--- src/rtl/countdown_timer.sv ---
// Cook-time down-counter: holds a BCD mm:ss value and decrements it once per
// 1 Hz tick while running. It also drives the heat enable, the display digits
// and the end-of-cook beep.
//
// state      | meaning
// -----------+----------------------------------------------------------
// ST_IDLE    | waiting; time may be loaded; start begins cooking
// ST_RUNNING | heating; each tick removes one second
// ST_PAUSED  | time frozen by pause/door; start resumes, load replaces time
// ST_DONE    | time reached 00:00; beep until BEEP_TICKS ticks elapse
module countdown_timer #(
   parameter int BEEP_TICKS = 3
) (
   input  logic       clock,
   input  logic       clear_n,
   input  logic       tick,
   input  logic       load,
   input  logic [7:0] load_min,
   input  logic [7:0] load_sec,
   input  logic       start,
   input  logic       pause,
   input  logic       cancel,
   input  logic       door_open,
   output logic [7:0] min_bcd,
   output logic [7:0] sec_bcd,
   output logic       running,
   output logic       heat_en,
   output logic       beep,
   output logic       done_pulse,
   output logic       load_err
);

   localparam logic [1:0] ST_IDLE    = 2'd0;
   localparam logic [1:0] ST_RUNNING = 2'd1;
   localparam logic [1:0] ST_PAUSED  = 2'd2;
   localparam logic [1:0] ST_DONE    = 2'd3;

   logic [1:0] state_q, state_d;
   logic [7:0] min_q, min_d;
   logic [7:0] sec_q, sec_d;
   logic [3:0] beep_cnt_q, beep_cnt_d;
   logic       running_q, running_d;
   logic       beep_q, beep_d;
   logic       done_pulse_q, done_pulse_d;
   logic       load_err_q, load_err_d;

   logic [7:0] dec_min, dec_sec;
   logic       load_valid;
   logic       time_zero;
   logic       start_ok;

   assign load_valid = (load_min[7:4] <= 4'd9) && (load_min[3:0] <= 4'd9) &&
                       (load_sec[7:4] <= 4'd5) && (load_sec[3:0] <= 4'd9);
   assign time_zero  = (min_q == 8'h00) && (sec_q == 8'h00);
   // pause and an open door both outrank start; 00:00 has nothing to cook
   assign start_ok   = start && !door_open && !pause && !time_zero;

   // BCD decrement of mm:ss by one second; never applied to 00:00
   always_comb begin
      dec_min = min_q;
      dec_sec = sec_q;
      if (sec_q[3:0] != 4'd0) begin
         dec_sec[3:0] = sec_q[3:0] - 4'd1;
      end else begin
         dec_sec[3:0] = 4'd9;
         if (sec_q[7:4] != 4'd0) begin
            dec_sec[7:4] = sec_q[7:4] - 4'd1;
         end else begin
            dec_sec[7:4] = 4'd5;
            if (min_q[3:0] != 4'd0) begin
               dec_min[3:0] = min_q[3:0] - 4'd1;
            end else begin
               dec_min[3:0] = 4'd9;
               dec_min[7:4] = min_q[7:4] - 4'd1;
            end
         end
      end
   end

   // next-state and next-output logic, priority cancel > door > pause > start > load > tick
   always_comb begin
      state_d      = state_q;
      min_d        = min_q;
      sec_d        = sec_q;
      beep_cnt_d   = beep_cnt_q;
      done_pulse_d = 1'b0;
      load_err_d   = 1'b0;
      if (cancel) begin
         state_d = ST_IDLE;
         min_d   = 8'h00;
         sec_d   = 8'h00;
      end else begin
         case (state_q)
            ST_IDLE, ST_PAUSED: begin
               if (start_ok) begin
                  state_d = ST_RUNNING;
               end else if (load) begin
                  if (load_valid) begin
                     min_d = load_min;
                     sec_d = load_sec;
                  end else begin
                     load_err_d = 1'b1;
                  end
               end
            end
            ST_RUNNING: begin
               if (door_open || pause) begin
                  state_d = ST_PAUSED;
               end else if (tick) begin
                  min_d = dec_min;
                  sec_d = dec_sec;
                  if ((dec_min == 8'h00) && (dec_sec == 8'h00)) begin
                     state_d      = ST_DONE;
                     done_pulse_d = 1'b1;
                     beep_cnt_d   = 4'd0;
                  end
               end
            end
            default: begin
               if (door_open) begin
                  state_d = ST_IDLE;
               end else if (load) begin
                  if (load_valid) begin
                     state_d = ST_IDLE;
                     min_d   = load_min;
                     sec_d   = load_sec;
                  end else begin
                     load_err_d = 1'b1;
                  end
               end else if (tick) begin
                  beep_cnt_d = beep_cnt_q + 4'd1;
                  if ((beep_cnt_q + 4'd1) == 4'(BEEP_TICKS)) begin
                     state_d = ST_IDLE;
                  end
               end
            end
         endcase
      end
      running_d = (state_d == ST_RUNNING);
      beep_d    = (state_d == ST_DONE);
   end

   // state and registered outputs, cleared asynchronously
   always_ff @(posedge clock or negedge clear_n) begin
      if (!clear_n) begin
         state_q      <= ST_IDLE;
         min_q        <= 8'h00;
         sec_q        <= 8'h00;
         beep_cnt_q   <= 4'd0;
         running_q    <= 1'b0;
         beep_q       <= 1'b0;
         done_pulse_q <= 1'b0;
         load_err_q   <= 1'b0;
      end else begin
         state_q      <= state_d;
         min_q        <= min_d;
         sec_q        <= sec_d;
         beep_cnt_q   <= beep_cnt_d;
         running_q    <= running_d;
         beep_q       <= beep_d;
         done_pulse_q <= done_pulse_d;
         load_err_q   <= load_err_d;
      end
   end

   assign min_bcd    = min_q;
   assign sec_bcd    = sec_q;
   assign running    = running_q;
   assign beep       = beep_q;
   assign done_pulse = done_pulse_q;
   assign load_err   = load_err_q;
   // door must cut the magnetron without waiting for a clock edge
   assign heat_en    = running_q & ~door_open;

endmodule

--- config.mk ---
export PLATFORM = sky130hd
export DESIGN_NAME = countdown_timer
export DESIGN_NICKNAME = d
export VERILOG_FILES = /design/src/rtl/countdown_timer.sv
export SDC_FILE = /design/constraint.sdc
export NUM_CORES = 1
export LEC_CHECK = 0
export CAP_MARGIN = 20
export CORE_MARGIN = 10
export CORE_UTILIZATION = 54
export DETAILED_ROUTE_END_ITERATION = 7
export PLACE_DENSITY = 0.85
export SKIP_CTS_REPAIR_TIMING = 1
export SYNTH_ARGS = -nofsm -noshare
export SYNTH_HDL_FRONTEND = slang
export SYNTH_SLANG_ARGS = --single-unit
--- constraint.sdc ---
create_clock -name clock -period 6.8 [get_ports clock]
set_clock_uncertainty 0.05 [all_clocks]
set_input_delay 1.02 -clock clock [delete_from_list [all_inputs] [get_ports clock]]
set_output_delay 1.02 -clock clock [all_outputs]
set_load 0.05 [all_outputs]
==> impl_metrics.env <==
export IMPL_die_span_in_x_um=80.30
export IMPL_fp_dieH_um=80.30
export IMPL_ys_async_sr_fraction_pct=100.0
export IMPL_cp_data_arrival_time_ns=2.50
export IMPL_row_count=21
export IMPL_synthesized_netlist_net_count=272
export IMPL_crit_path_cell_trace="clkdlybuf4s50_1 -> nor2b_1 -> clkdlybuf4s50_1"
export IMPL_n_fill_cell=292
export IMPL_post_synth_most_frequent_cells="sky130_fd_sc_hd__dfrtp_1 (26), sky130_fd_sc_hd__nand2_1 (24), sky130_fd_sc_hd__nor2_1 (22)"
export IMPL_cp_slowest_cell="sky130_fd_sc_hd__clkdlybuf4s50_1"
export IMPL_detailed_route_wl_um=6220
export IMPL_worst_r2r_endpoint="state_q[1]$_DFF_PN0_"
export IMPL_finish_net_count=312
export IMPL_worstSkewPairLatency_ns=0.33
export IMPL_cpLargestDelayFamily="buffers and inverters"
export IMPL_ios=45
export IMPL_clock_tree_root_cell="sky130_fd_sc_hd__clkbuf_4"
export IMPL_synthTopCellsByArea="sky130_fd_sc_hd__dfrtp_1 (33%), sky130_fd_sc_hd__o21ai_0 (4.8%), sky130_fd_sc_hd__nand2_1 (4.6%), sky130_fd_sc_hd__nor2_1 (4.2%), sky130_fd_sc_hd__a21oi_1 (4.1%)"
export IMPL_area_of_all_placed_cells_without_fillers_mm2=0.002459
export IMPL_yosysSeqAreaShare_pct=33.14
export IMPL_via_per_inst=6.590
export IMPL_first_global_vias=2125
export IMPL_synth_edf_count=0
export IMPL_grt_first_pass_wirelength_um=10280
export IMPL_ys_flop_type="sky130_fd_sc_hd__dfrtp_1"
export IMPL_timing_critical_path_to_type="output port"
export IMPL_area_growth_syn_to_layout_pct=25.24
export IMPL_antenna_cells=0
export IMPL_setup_worst_path_end="heat_en"
export IMPL_layout_core_utilization_pct=71.98
export IMPL_design_power_total_uw=350.9
export IMPL_power_leakage_uw=0.0009970
export IMPL_drtPass1Iterations=7
export IMPL_holdWs_ns=0.5566
export IMPL_grt_antenna_before_repair=0
export IMPL_numCtsBuffers=3
export IMPL_min_period_ns=3.573
export IMPL_place_congestion=0.8825
export IMPL_drtIter0Drc=203
export IMPL_grt_total_usage_pct=19.34
export IMPL_final_layout_size_suffix_gt1_share_pct=6.007
export IMPL_hold_path_class="flip-flop to flip-flop"
export IMPL_detailedPlacementHpwl_um=4500
export IMPL_criticalPathCategory="primary input to output port"
export IMPL_r2r_setup_slk_ns=3.96
export IMPL_post_synth_num_cell_types=51
export IMPL_report_final_slew_viol_count=0
export IMPL_netlist_top_cell_by_area="sky130_fd_sc_hd__dfrtp_1"
export IMPL_cts_tree="done"
export IMPL_wl_per_cell_um=18.91
export IMPL_cp_common_cell="sky130_fd_sc_hd__clkdlybuf4s50_1"
export IMPL_clk_pin_slew_worst_paths_ns=0.15
export IMPL_drtAntennaViolNets=0
export IMPL_dr_total_vias=2168
export IMPL_cts_htree_levels=1
export IMPL_worstSetupStartpoint="door_open"
export IMPL_finalSetupViolations=0
export IMPL_core_region_area_mm2=0.003416
export IMPL_slew_headroom_pct=35.00
export IMPL_io_buffers=44
export IMPL_finalCritPeriodShare_pct=52.55
export IMPL_timing_critical_path_from_type="primary input"
export IMPL_worst_path_largest_cell_delay_ns=0.81
export IMPL_dpl_instance_area_mm2=0.002422
export IMPL_netlist_instances=244
export IMPL_yosysWarningCount=0
export IMPL_finalHoldViolations=0
export IMPL_grt_start_max_net_pins=27
export IMPL_syn_area_per_cell_um2=8.046
export IMPL_status="finished, final reports clean"
export IMPL_reg2reg_from="sec_bcd[4]$_DFFE_PN0P_"
export IMPL_vdd_ir_drop_worst_uv=95.15
export IMPL_floorplan_die_area_mm2=0.006447
export IMPL_power_density_cell_area_mw_per_mm2=142.7
export IMPL_maxCapViolations=0
export IMPL_rsz0062_at_grt="false"
export IMPL_worst_reg_to_reg_cells=5
export IMPL_synth_cell_area_mm2=0.001963
export IMPL_highest_achievable_clock_rate_mhz=279.8
export IMPL_cp_data_required_time_ns=5.73
export IMPL_globalRouteOverflowTotal=0
export IMPL_crit_path_max_fanout=8
export IMPL_synth_seq_cells=26
export IMPL_initial_core_util_pct=57.47
export IMPL_deepest_clock_path_buffer_count=2
export IMPL_worst_path_stages=3
export IMPL_worst_slew_pin_slew_ns=0.9661
export IMPL_timing_critical_path_buf_inv=2
export IMPL_drc_errors=0
export IMPL_synth_most_common_cell="sky130_fd_sc_hd__dfrtp_1"
export IMPL_tns_ns=0
export IMPL_synthDominantCellAreaShare_pct=33.14
export IMPL_tritoncts_sinks=26
-- per-stage QoR --
stage	setup slack (ns)	instances
floorplan	3.972	244
global placement	3.246	325
detailed placement	3.226	325
CTS	3.232	329
global route	3.169	329
finish	3.227	329
-- sequential cells by signal, indices dropped and copies added (netlist names) --
register and flops:
running 1, sec_bcd 8, load_err 1, state_q 2
min_bcd 8, beep_cnt_q 4, done_pulse 1, beep 1
-- worst reg2reg max path, cell delays in order (launching register included) --
cell	delay, ns
sky130_fd_sc_hd__dfrtp_1	0.50
sky130_fd_sc_hd__nor4_1	0.87
sky130_fd_sc_hd__nand4_1	0.31
sky130_fd_sc_hd__xnor2_1	0.23
sky130_fd_sc_hd__or4_1	0.55
sky130_fd_sc_hd__a211oi_1	0.26
-- cell families (layout without fill, tap and decap cells) --
group	count (synthesis)	after routing	synth area share, %
buffers and inverters	22	61	5.226
DFF	26	26	33.14
AOI/OAI and AO/OA	83	83	28.55
adders and majority gates	4	4	2.549
xor gates and xnor gates	5	5	2.231
muxes	2	2	1.020
and+or+nand+nor	102	102	27.28
-- final cells by class --
cell class,instances,area (µm²),share of cell area (%)
tap,46,57.56,2.341
sequential,26,650.6,26.46
multi-input combinational,196,1210,49.21
timing repair buffer,48,470.5,19.13
clock buffer,4,36.28,1.476
inverter,9,33.78,1.374
-- cell usage in the layout (no fill, tap or decap), types with 2 or more instances in the layout --
master	n
sky130_fd_sc_hd__a22oi_1	6
sky130_fd_sc_hd__a211oi_1	4
sky130_fd_sc_hd__o41ai_1	2
sky130_fd_sc_hd__ha_1	4
sky130_fd_sc_hd__clkdlybuf4s50_1	44
sky130_fd_sc_hd__o31ai_1	2
sky130_fd_sc_hd__and3_1	3
sky130_fd_sc_hd__nor4_1	8
sky130_fd_sc_hd__a31oi_1	7
sky130_fd_sc_hd__a21oi_1	16
sky130_fd_sc_hd__o21ai_0	19
sky130_fd_sc_hd__xor2_1	3
sky130_fd_sc_hd__a31o_2	2
sky130_fd_sc_hd__nand2_1	24
sky130_fd_sc_hd__mux2i_1	2
sky130_fd_sc_hd__o2111ai_1	2
sky130_fd_sc_hd__nand2b_1	2
sky130_fd_sc_hd__or4_1	3
sky130_fd_sc_hd__nor2b_1	4
sky130_fd_sc_hd__inv_1	8
sky130_fd_sc_hd__o32ai_1	9
sky130_fd_sc_hd__o31a_1	2
sky130_fd_sc_hd__o211ai_1	2
sky130_fd_sc_hd__nor3_1	9
sky130_fd_sc_hd__nor2_1	22
sky130_fd_sc_hd__buf_4	4
sky130_fd_sc_hd__nand4_1	7
sky130_fd_sc_hd__dfrtp_1	26
sky130_fd_sc_hd__xnor2_1	2
sky130_fd_sc_hd__or4_4	2
sky130_fd_sc_hd__a2111oi_0	2
sky130_fd_sc_hd__clkbuf_4	3
sky130_fd_sc_hd__nand3_1	11
-- worst min-delay path by stage --
stage                         startpoint                         to  slack [ns]  depth (start not counted)
2_1_floorplan  beep_cnt_q[3]$_DFFE_PN0P_  beep_cnt_q[3]$_DFFE_PN0P_        0.51                          2
3_3_place_gp      min_bcd[7]$_DFFE_PN0P_     min_bcd[7]$_DFFE_PN0P_        0.54                          2
3_5_place_dp      min_bcd[7]$_DFFE_PN0P_     min_bcd[7]$_DFFE_PN0P_        0.54                          2
4_1_cts           min_bcd[7]$_DFFE_PN0P_     min_bcd[7]$_DFFE_PN0P_        0.56                          2
5_1_grt           min_bcd[7]$_DFFE_PN0P_     min_bcd[7]$_DFFE_PN0P_        0.58                          2
6_report          min_bcd[7]$_DFFE_PN0P_     min_bcd[7]$_DFFE_PN0P_        0.56                          2
-- routing by layer --
layer	vias to the layer above	wire [µm]	GRT usage, %	share of wire, %
met5	-	0	0	0
met4	0	64	6.866	1.0
met3	8	520	3.229	8.4
met2	126	3065	31.86	49
met1	1012	2569	24.72	41
li1	1022	-	-	-
-- report_power, final --
part	switching [µW]	internal, µW	leakage (µW)
clock network	50.3	32.8	0.0000210
registers	8.75	159	0.000360
logic	59.2	40.4	0.000616
(Power assumes the default switching activity.)
